[config.mk]
export PLATFORM = sky130hd
export DESIGN_NAME = dice_round_ctrl
export DESIGN_NICKNAME = d
export VERILOG_FILES = /design/src/rtl/dice_round_ctrl.sv
export SDC_FILE = /design/constraint.sdc
export NUM_CORES = 1
export LEC_CHECK = 0
export CELL_PAD_IN_SITES_DETAIL_PLACEMENT = 2
export CELL_PAD_IN_SITES_GLOBAL_PLACEMENT = 2
export CORE_MARGIN = 2
export CORE_UTILIZATION = 34
export CTS_BUF_LIST = sky130_fd_sc_hd__clkbuf_16
export DETAILED_ROUTE_END_ITERATION = 10
export PLACE_DENSITY = 0.83
export REMOVE_ABC_BUFFERS = 1
export SLEW_MARGIN = 40
export SYNTH_ARGS = -nofsm -noshare
export SYNTH_HDL_FRONTEND = slang
export SYNTH_SLANG_ARGS = --single-unit
[constraint.sdc]
create_clock -name clk -period 1.95 [get_ports clk]
set_input_delay 0.39 -clock clk [delete_from_list [all_inputs] [get_ports clk]]
set_output_delay 0.39 -clock clk [all_outputs]
set_load 0.01 [all_outputs]
[src/rtl/dice_round_ctrl.sv]
// Round sequencer for the six-die prize evaluator: gathers six dice, presents them as one
// stable bus, captures the evaluator's prize vector after a settle time and hands it off.
module dice_round_ctrl #(
  parameter int unsigned EVAL_WAIT = 2,
  parameter int unsigned RW        = 8
) (
  input  logic          clk,
  input  logic          rst_n,
  input  logic          die_valid,
  input  logic [2:0]    die_value,
  output logic          die_ready,
  input  logic          abort,
  output logic [17:0]   dice_bus,
  input  logic [5:0]    prize_in,
  output logic          res_valid,
  input  logic          res_ready,
  output logic [5:0]    res_prize,
  output logic          res_err,
  output logic [RW-1:0] res_round,
  output logic [RW-1:0] round_count,
  output logic [RW-1:0] win_count,
  output logic          busy
);

  typedef enum logic [1:0] {
    StLoad,
    StEval,
    StDone
  } state_e;

  localparam logic [3:0] WaitInit = 4'(EVAL_WAIT);

  state_e        state_q;
  logic [2:0]    idx_q;
  logic [2:0]    slot_q [5];
  logic [3:0]    wait_q;
  logic          err_q;
  logic [17:0]   dice_bus_q;
  logic          res_valid_q;
  logic [5:0]    res_prize_q;
  logic          res_err_q;
  logic [RW-1:0] res_round_q;
  logic [RW-1:0] round_q;
  logic [RW-1:0] win_q;

  logic die_illegal;
  assign die_illegal = (die_value == 3'd0) || (die_value == 3'd7);

  always_ff @(posedge clk or negedge rst_n) begin
    if (!rst_n) begin
      state_q     <= StLoad;
      idx_q       <= '0;
      for (int i = 0; i < 5; i++) slot_q[i] <= '0;
      wait_q      <= '0;
      err_q       <= 1'b0;
      dice_bus_q  <= '0;
      res_valid_q <= 1'b0;
      res_prize_q <= '0;
      res_err_q   <= 1'b0;
      res_round_q <= '0;
      round_q     <= '0;
      win_q       <= '0;
    end else begin
      case (state_q)
        StLoad: begin
          if (abort) begin
            idx_q <= '0;
            err_q <= 1'b0;
          end else if (die_valid) begin
            if (die_illegal) err_q <= 1'b1;
            if (idx_q == 3'd5) begin
              // The sixth die goes straight onto the bus so the evaluator sees a whole round.
              dice_bus_q <= {slot_q[0], slot_q[1], slot_q[2], slot_q[3], slot_q[4], die_value};
              idx_q      <= '0;
              wait_q     <= WaitInit;
              state_q    <= StEval;
            end else begin
              for (int i = 0; i < 5; i++) begin
                if (idx_q == 3'(i)) slot_q[i] <= die_value;
              end
              idx_q <= idx_q + 3'd1;
            end
          end
        end
        StEval: begin
          if (abort) begin
            err_q   <= 1'b0;
            state_q <= StLoad;
          end else if (wait_q == 4'd1) begin
            wait_q      <= '0;
            res_prize_q <= err_q ? 6'd0 : prize_in;
            res_err_q   <= err_q;
            res_round_q <= round_q;
            res_valid_q <= 1'b1;
            state_q     <= StDone;
          end else begin
            wait_q <= wait_q - 4'd1;
          end
        end
        StDone: begin
          // res_valid is always high here, so res_ready alone completes the handshake.
          if (res_ready) begin
            res_valid_q <= 1'b0;
            round_q     <= round_q + RW'(1);
            if (|res_prize_q) win_q <= win_q + RW'(1);
            err_q       <= 1'b0;
            state_q     <= StLoad;
          end
        end
        default: state_q <= StLoad;
      endcase
    end
  end

  assign die_ready   = (state_q == StLoad) && !abort;
  assign busy        = (state_q != StLoad) || (idx_q != 3'd0);
  assign dice_bus    = dice_bus_q;
  assign res_valid   = res_valid_q;
  assign res_prize   = res_prize_q;
  assign res_err     = res_err_q;
  assign res_round   = res_round_q;
  assign round_count = round_q;
  assign win_count   = win_q;

endmodule

==> results of run 1 <==
==> cells in the mapped netlist (2+ instances only) <==
master,n,area share
mux2_2,25,0.084
buf_2,3,0.0045
xor2_1,4,0.011
o21ai_0,8,0.012
o211ai_1,2,0.0045
a21oi_1,2,0.0030
o22ai_1,5,0.0094
o2bb2ai_1,2,0.0053
buf_6,3,0.010
nor2b_1,2,0.0038
nor2_1,10,0.011
mux2_4,10,0.045
nand2b_1,8,0.015
xnor2_1,10,0.026
mux2_1,11,0.037
and3_1,5,0.0094
inv_1,8,0.0090
dfrtp_1,75,0.56
ha_1,9,0.034
nand2_1,15,0.017
nand3_1,3,0.0045
nor3_1,4,0.0060
nand4_1,9,0.017
==> cells by family (layout without fill, tap and decap cells) <==
logic type               Yosys count  in the layout  share of synthesized area
XOR/XNOR                          14             14                    0.03677
AND/OR/NAND/NOR                   66             66                     0.1088
AO/OA/AOI/OAI                     29             29                    0.06229
multiplexers                      47             47                     0.1696
adder cells (fa/ha/maj)            9              9                    0.03377
buffers and inverters             16            114                    0.02589
flip-flops                        75             75                     0.5629
==> worst min-delay path by stage <==
stage / endpoint / from / cells after the start / slack [ns]
3_3_place_gp: res_prize[2] / rst_n / 1 / 0.37
5_1_grt: res_prize[2] / rst_n / 1 / 0.04
3_5_place_dp: res_prize[2] / rst_n / 1 / 0.37
4_1_cts: res_round[6] / rst_n / 1 / 0.03
2_1_floorplan: dice_bus[0] / rst_n / 0 / 0.09
6_report: res_prize[0] / rst_n / 1 / 0.02
==> layout make-up <==
class / count / area (um2)
timing repair buffer: 89 / 877.1
multi-input combinational: 165 / 1421
clock buffer: 9 / 225.2
tap: 133 / 166.4
sequential: 75 / 1877
fill: 978 / 4949
inverter: 9 / 33.78
clock inverter: 7 / 90.09
==> metal layers <==
layer  vias up  GRT usage  wire (um)
met2        54     0.3332       4784
met4         0    0.03340         55
met1      1212     0.2250       3774
met3         5    0.03932        316
li1       1096          -          -
met5         -          0          0
==> power by group through the flow <==
stage	logic, mW	clock network, mW	registers (mW)
floorplan	0.966	0	2.40
global placement	1.97	0	2.36
detailed placement	2.11	0	2.40
CTS	2.18	1.79	2.39
global route	2.44	1.86	2.46
finish	2.21	1.76	2.38
==> critical path, cell delays in order <==
cell,delay (ns)
clkdlybuf4s50_1,0.64
and2b_2,0.30
buf_4,0.16
nor2b_2,0.19
or3_1,0.33
o21ai_0,0.10
==> timing repair <==
action	CTS	global route
setup endpoints to repair	6	11
buffers inserted	0	1
resized for setup	6	10
==> registers in the layout (all words and copies together), names as in the netlist <==
signal	count
dice_bus	18
idx_q	3
round_count	8
res_err	1
state_q	2
res_prize	6
err_q	1
slot_q	15
res_round	8
wait_q	4
res_valid	1
win_count	8
==> per-stage QoR <==
stage | hold slack [ns] | power, mW | TNS (ns)
floorplan | 0.09441 | 3.362 | -2.219
global placement | 0.3732 | 4.325 | -4.087
detailed placement | 0.3739 | 4.509 | -6.658
CTS | 0.02665 | 6.364 | -0.01200
global route | 0.03896 | 6.753 | 0
finish | 0.01769 | 6.343 | 0
==> metrics.csv, run 1 <==
metric,value,unit
TritonCTS clock tree,built,
Worst Tran Pin Value,0.4841,ns
top_reg_cell synth,dfrtp_1,
average routed wire per standard cell,18.34,um
post-route clock period utilization,0.9596,
CTS Hold Bufs,0,
"commonest cells after routing, fill and taps aside","dfrtp_1, clkdlybuf4s50_1, mux2_2, buf_4, nand2_1",
"commonest non-fill, non-tap cell in the layout",dfrtp_1,
dpl hpwl,6.289,mm
final non-filler cell total,487,
end of the critical path,wait_q[0],
MaxCap Viol Count,0,
core box area,9639,um2
Clock Path Buffers,2,
port bufs,65,
Crit Reg-Reg Endpoint,wait_q[0],
share of cells above drive strength 1,0.2627,
# rows,36,
grt ovf,0,
Initial Utilization,0.3459,
Final Hold Vio Count,0,
Comb pwr share,0.348,
Mean Syn Cell Area,13.03,um2
Crit Path Max Fanout,8,
Setup WS post-layout,0.07870,ns
sequential-to-total area share from yosys stat,0.5629,
Worst slew margin,0.6761,
number of remaining DRC errors,0,
die height,103.0,um
CP endpoint kind,register,
Arrival @ worst endpoint,2.11,ns
Clock Sinks,75,
Pre-antenna DRT Iters,4,
min Tclk post-route,1.871,ns
FF-to-FF Start,state_q[0],
CP startpoint,abort,
routed vias,2367,
Worst Setup Path Type,in -> reg,
largest net degree at the start of global routing,44,
post-route ant nets,0,
H-tree Lvls,3,
NetSw,2.082,mW
Vias/cell,4.860,
first-pass GRT wire length,14.54,mm
R2R cell count,7,
Area Overhead vs Synth,40.68,%
"Clk pin slew, worst setup/hold paths",0.07,ns
Max VDD drop,0.0005699,V
ant diodes,0,
ys async rst share,1.000,
Post-synth EDFFs,0,
outcome,"finished, final reports clean",
R2R setup slack,0.09,ns
Post-DP Area,4319,um2
internal power,4.261,mW
Post-Syn Instances,256,
Synth warnings,0,
Clock power frac,0.277,
Slew Limit Fails,0,
Layout Skew,0.007938,ns
die footprint,10620,um2
Fmax,534.4,MHz
Worst EP required,2.19,ns
Leakage Power,2.124,nW
Ports,66,
"Distinct cells, synth",46,
vias in the first global route,2706,
routability cong.,0.7047,
Layout Utilization,0.4866,
GRT Total Usage,0.1830,
startpoint types,input pin,
sequential share of power,0.375,
width of the die,103.0,um
Seq cells post-synth,75,
# placed instances,470,
Iter 0 DRT Violations,68,
nets,372,
unrepaired setup endpoints after global routing,false,
Clock Latency Late Sink,0.33,ns
Post-Route WL,8.931,mm
pre-CTS setup slack,-0.3172,ns
root buffer cell,clkbuf_16,
endpoints failing setup,0,
antenna violations before repair,0,
Final Instance Area,4691,um2
Power Density,1352,nW/um2
"Cell Area, Synth",3334,um2
CTS buffer count,9,
Hold Crit Class,in -> async,
Sw Ratio,0.3283,
Power figures use the tool's default switching activity.
==> run 2, diff against run 1 <==
--- a/config.mk
+++ b/config.mk
@@ -5,13 +5,15 @@
 export SDC_FILE = /design/constraint.sdc
 export NUM_CORES = 1
 export LEC_CHECK = 0
+export CAP_MARGIN = 0
 export CELL_PAD_IN_SITES_DETAIL_PLACEMENT = 2
 export CELL_PAD_IN_SITES_GLOBAL_PLACEMENT = 2
 export CORE_MARGIN = 2
-export CORE_UTILIZATION = 34
+export CORE_UTILIZATION = 35
 export CTS_BUF_LIST = sky130_fd_sc_hd__clkbuf_16
 export DETAILED_ROUTE_END_ITERATION = 10
-export PLACE_DENSITY = 0.83
+export DONT_BUFFER_PORTS = 1
+export PLACE_DENSITY = 0.72
 export REMOVE_ABC_BUFFERS = 1
 export SLEW_MARGIN = 40
 export SYNTH_ARGS = -nofsm -noshare
==> run 2 against run 1 <==
Effect of this change: maximum frequency rose by 1.2%; clock skew is essentially flat; register-to-register slack improved by 0.02 ns; worst setup slack improved by 0.023 ns; total power down 11%; cell count shrank 17%; sequential cell count unchanged; hold slack got worse by 0.27 ns; combinational power down 39%; critical path depth shrank 1; the flow now finishes with violations (hold timing); clock power increased by 3%; core utilization down 6.7 points.
==> metrics.csv, run 2 (synthesis gave the netlist of run 1 again) <==
metric,value,unit,change
Clock Path Buffers,2,,unchanged
Fmax,541.0,MHz,+1.2%
Arrival @ worst endpoint,1.46,ns,-0.65 ns
grt ovf,0,,unchanged
Worst Tran Pin Value,0.4224,ns,-0.06165 ns
core box area,9240,um2,-4.1%
FF-to-FF Start,state_q[1],,
Layout Utilization,0.4194,,-0.06727
Iter 0 DRT Violations,39,,-43%
post-route ant nets,0,,unchanged
Worst slew margin,0.7184,,+0.04230
average routed wire per standard cell,18.78,um,+2.4%
vias in the first global route,2312,,-15%
routability cong.,0.7266,,+3.1%
outcome,"complete, but fails checks",,
share of cells above drive strength 1,0.2527,,-0.009965
Post-Route WL,7.551,mm,-15%
Tot Pwr,5.669,mW,-11%
Crit Path Max Fanout,6,,-2
failing checks,hold timing,,
unrepaired setup endpoints after global routing,false,,
nets,291,,-22%
CP endpoint kind,output pin,,
antenna violations before repair,0,,unchanged
die height,101.6,um,-1.4%
min Tclk post-route,1.849,ns,-0.02277 ns
Slew Limit Fails,0,,unchanged
CTS buffer count,9,,unchanged
end of the critical path,busy,,
Largest register FFs,18,,unchanged
final hold slack,-0.2492,ns,-0.2669 ns
Area Overhead vs Synth,16.21,%,
largest net degree at the start of global routing,76,,+73%
Pre-antenna DRT Iters,4,,unchanged
GRT Total Usage,0.1580,,-0.02502
"commonest non-fill, non-tap cell in the layout",dfrtp_1,,
Leakage Power,1.805,nW,-15%
die footprint,10320,um2,-2.7%
"Clk pin slew, worst setup/hold paths",0.06,ns,about the same
ant diodes,0,,unchanged
port bufs,0,,-100%
width of the die,101.6,um,-1.4%
# rows,35,,-2.8%
Max VDD drop,0.0005080,V,-11%
routed vias,2068,,-13%
Layout Skew,0.007768,ns,-0.0001703 ns
number of remaining DRC errors,0,,unchanged
Worst Setup Path Type,reg -> out,,
R2R cell count,5,,-2
Ports,66,,unchanged
CP startpoint,state_q[0],,
Initial Utilization,0.3609,,+0.01494
Clock Sinks,75,,unchanged
Final Hold Vio Count,75,,+75
Power Density,1463,nW/um2,+8.2%
endpoints failing setup,0,,unchanged
post-route clock period utilization,0.9480,,-0.01167
root buffer cell,clkbuf_16,,
TritonCTS clock tree,built,,
H-tree Lvls,3,,unchanged
"commonest cells after routing, fill and taps aside","dfrtp_1, mux2_2, nand2_1, mux2_1",,
first-pass GRT wire length,12.36,mm,-15%
dpl hpwl,5.009,mm,-20%
R2R setup slack,0.11,ns,+0.02 ns
Crit Reg-Reg Endpoint,err_q,,
Vias/cell,5.144,,+5.8%
Clock Latency Late Sink,0.33,ns,about the same
Hold Crit Class,in -> async,,
startpoint types,register,,
Worst EP required,1.56,ns,-0.63 ns
MaxCap Viol Count,0,,unchanged
==> run 2: repair_timing <==
item                                    4_1_cts  5_1_grt
endpoints found under the hold margin        75       75
gates cloned                                  0        0
setup buffers                                 1        1
resized for setup                             3        3
endpoints found under the setup margin        2        6
==> run 2: layer usage <==
metal | track usage | share of wire | vias to the layer above
met1 | 0.1876 | 0.43 | 1083
li1 | - | - | 928
met5 | 0 | 0 | -
met2 | 0.2647 | 0.50 | 50
met4 | 0.05925 | 0.014 | 0
met3 | 0.05383 | 0.059 | 7
==> run 2: area by class of cell <==
type,instances,area (um2)
sequential,75,1877
timing repair buffer,8,85.08
multi-input combinational,165,1394
inverter,9,33.78
clock buffer,9,225.2
clock inverter,7,98.84
tap,129,161.4
fill,944,5365
==> run 2: through the flow <==
stage	cell area [um2]	setup TNS (ns)	hold slack [ns]	cells	worst slack (ns)
4_1_cts	3855	0	-0.2674	401	0.02560
3_5_place_dp	3513	0	0.09564	384	0.06815
6_report	3875	0	-0.2492	402	0.1015
3_3_place_gp	3513	0	0.09581	384	0.1275
2_1_floorplan	3282	-2.219	0.09441	249	-0.1468
5_1_grt	3875	0	-0.2782	402	0.01243
==> run 2: how the worst min path moves through the flow <==
stage / to / slack, ns / start / cells past startpoint
floorplan: dice_bus[0] / 0.09 / rst_n / 0
global placement: res_round[5] / 0.1 / rst_n / 0
detailed placement: res_round[5] / 0.1 / rst_n / 0
CTS: res_prize[1] / -0.27 / rst_n / 0
global route: res_prize[1] / -0.28 / rst_n / 0
finish: res_valid / -0.25 / rst_n / 0
==> run 2: critical path, stage by stage, from the launching register on <==
cell     delay, ns
dfrtp_1       0.41
inv_2         0.08
ha_4          0.17
buf_4         0.15
and3_1        0.19
nand2_1       0.11
==> run 2: power breakdown <==
group	total, mW	switching, mW	internal [mW]
registers	2.52	0.525	1.99
clock network	1.82	0.685	1.13
logic	1.34	0.621	0.714
==> run 3, diff against run 2 <==
--- a/config.mk
+++ b/config.mk
@@ -13,6 +13,7 @@
 export CTS_BUF_LIST = sky130_fd_sc_hd__clkbuf_16
 export DETAILED_ROUTE_END_ITERATION = 10
 export DONT_BUFFER_PORTS = 1
+export GPL_TIMING_DRIVEN = 0
 export PLACE_DENSITY = 0.72
 export REMOVE_ABC_BUFFERS = 1
 export SLEW_MARGIN = 40
==> run 3 against run 2 <==
Effect of this change: the run still ends with hold timing left; total power is 3.2% lower; worst setup slack worse by 0.022 ns; maximum frequency is 1.2% lower; sequential share of layout area is 0.30 points higher; critical path depth is 1 higher; combinational power hardly changed; non-clock buffer count is 1 higher; cell area is 0.61% lower; clock-buffer cell count stayed put; routed wire length is 0.12% higher; cell count is 0.50% higher; sequential power hardly changed; critical path type is now reg -> reg; largest power group unchanged; highest routed layer unchanged.
==> metrics.csv, run 3 (synthesis gave the netlist of run 1 again) <==
metric,value,unit,change
outcome,"complete, but fails checks",,
failing checks,hold timing,,
Pre-antenna DRT Iters,4,,unchanged
Max VDD drop,0.0005085,V,about the same
share of cells above drive strength 1,0.2655,,+0.01271
NetSw,1.886,mW,+3.0%
Setup WS post-layout,0.07981,ns,-0.02165 ns
Power Density,1426,nW/um2,-2.6%
antenna violations before repair,0,,unchanged
dpl hpwl,4.880,mm,-2.6%
Final Hold Vio Count,75,,unchanged
critical path buffer and inverter count,2,,unchanged
Ports,66,,unchanged
Layout Utilization,0.4168,,-0.002573
Post-DP Area,3443,um2,-2.0%
R2R cell count,6,,+1
Tot Pwr,5.490,mW,-3.2%
Comb pwr share,0.245,,+0.009
endpoints failing setup,0,,unchanged
average routed wire per standard cell,18.71,um,-0.38%
crit path cell chain,inv_1 -> ha_4 -> and4bb_2 -> nor2b_4 -> buf_12 -> mux2_2,,
Final Instance Area,3851,um2,-0.61%
root buffer cell,clkbuf_16,,
Clock Sinks,75,,unchanged
# placed instances,378,,-1.6%
routability cong.,0.6997,,-3.7%
Largest register FFs,18,,unchanged
vias in the first global route,2321,,+0.39%
Worst EP required,2.17,ns,+0.61 ns
register area,1877,um2,unchanged
Clock Path Buffers,2,,unchanged
Worst Tran Pin Value,0.4733,ns,+0.05086 ns
nets,293,,+0.69%
"commonest cells after routing, fill and taps aside","dfrtp_1, mux2_2, nand2_1, mux2_1",,
CP endpoint kind,register,,
min Tclk post-route,1.870,ns,+0.02165 ns
H-tree Lvls,3,,unchanged
Post-Route WL,7.560,mm,+0.12%
MaxCap Viol Count,0,,unchanged
Arrival @ worst endpoint,2.09,ns,+0.63 ns
die height,101.6,um,unchanged
Worst Setup Path Type,reg -> reg,,
routed vias,2079,,+0.53%
number of remaining DRC errors,0,,unchanged
startpoint types,register,,
"CP delay by family, top",simple AND/OR/NAND/NOR gates,,
slowest CP cell,dfrtp_1,,
TritonCTS clock tree,built,,
grt ovf,0,,unchanged
"commonest non-fill, non-tap cell in the layout",dfrtp_1,,
"slowest stage delay, CP",0.42,ns,about the same
Worst slew margin,0.6838,,-0.03459
width of the die,101.6,um,unchanged
Clock Latency Late Sink,0.33,ns,about the same
Leakage Power,1.795,nW,-0.57%
post-route clock period utilization,0.9591,,+0.01110
Area Overhead vs Synth,15.50,%,
# rows,35,,unchanged
Iter 0 DRT Violations,43,,+10%
Slew Limit Fails,0,,unchanged
Clock power frac,0.299,,-0.021
Initial Utilization,0.3609,,unchanged
die footprint,10320,um2,unchanged
post-route ant nets,0,,unchanged
Fin Setup TNS,0,ns,unchanged
Vias/cell,5.146,,about the same
"Clk pin slew, worst setup/hold paths",0.07,ns,about the same
Crit Reg-Reg Endpoint,dice_bus[1],,
core box area,9240,um2,unchanged
Crit Path Max Fanout,10,,+4
port bufs,0,,unchanged
internal power,3.604,mW,-6.1%
area occupied by multi-input gates,1409,um2,+1.1%
Hold Crit Class,in -> async,,
sequential share of power,0.456,,+0.012
unrepaired setup endpoints after global routing,true,,
pre-CTS setup slack,-0.5904,ns,-0.6585 ns
FF-to-FF Start,state_q[0],,
ant diodes,0,,unchanged
Sw Ratio,0.3435,,+0.02044
Fillers,937,,-0.74%
Layout Skew,0.007919,ns,+0.0001508 ns
CTS buffer count,9,,unchanged
final non-filler cell total,404,,+0.50%
final hold slack,-0.2573,ns,-0.008174 ns
R2R setup slack,0.08,ns,-0.03 ns
first-pass GRT wire length,12.39,mm,+0.23%
largest net degree at the start of global routing,76,,unchanged
GRT Total Usage,0.1589,,+0.0009472
Fmax,534.7,MHz,-1.2%
## run 3: per-layer routing
metal,global-route usage,up-vias,share of wire
met2,0.2566,56,0.50
li1,-,939,-
met5,0,-,0
met4,0.07277,0,0.020
met1,0.1895,1073,0.41
met3,0.05728,11,0.065
## run 3: timing repair
action | CTS | global route
endpoints found under the hold margin | 75 | 75
pin swaps | 0 | 0
resized for setup | 4 | 4
endpoints found under the setup margin | 43 | 40
cloned | 1 | 0
setup buffers | 5 | 4
## run 3: cell type report
class | instances | share of cell area
sequential | 75 | 0.4873
inverter | 9 | 0.008772
clock inverter | 7 | 0.01689
multi-input combinational | 166 | 0.3658
timing repair buffer | 9 | 0.02079
clock buffer | 9 | 0.05848
tap | 129 | 0.04191
## run 3: worst register-to-register path, cell delays in order, from the launching register on
cell	delay (ns)
dfrtp_1	0.42
inv_1	0.14
ha_4	0.22
and4bb_2	0.31
nor2b_4	0.20
buf_12	0.14
mux2_2	0.33
## run 3: power groups by stage
stage | combinational, mW | sequential, mW | clock [mW]
floorplan | 0.966 | 2.40 | 0
global placement | 1.12 | 2.52 | 0
detailed placement | 1.20 | 2.55 | 0
CTS | 1.27 | 2.52 | 1.71
global route | 1.52 | 2.58 | 1.77
finish | 1.34 | 2.50 | 1.64
## run 3: worst max-delay path by stage
stage	from	to	depth (start not counted)
after floorplan	state_q[0]	dice_bus[0]	5
after global placement	state_q[0]	dice_bus[1]	5
after detailed placement	state_q[0]	dice_bus[0]	5
after CTS	state_q[1]	res_err	5
after global routing	state_q[0]	dice_bus[8]	6
final	state_q[0]	dice_bus[1]	6
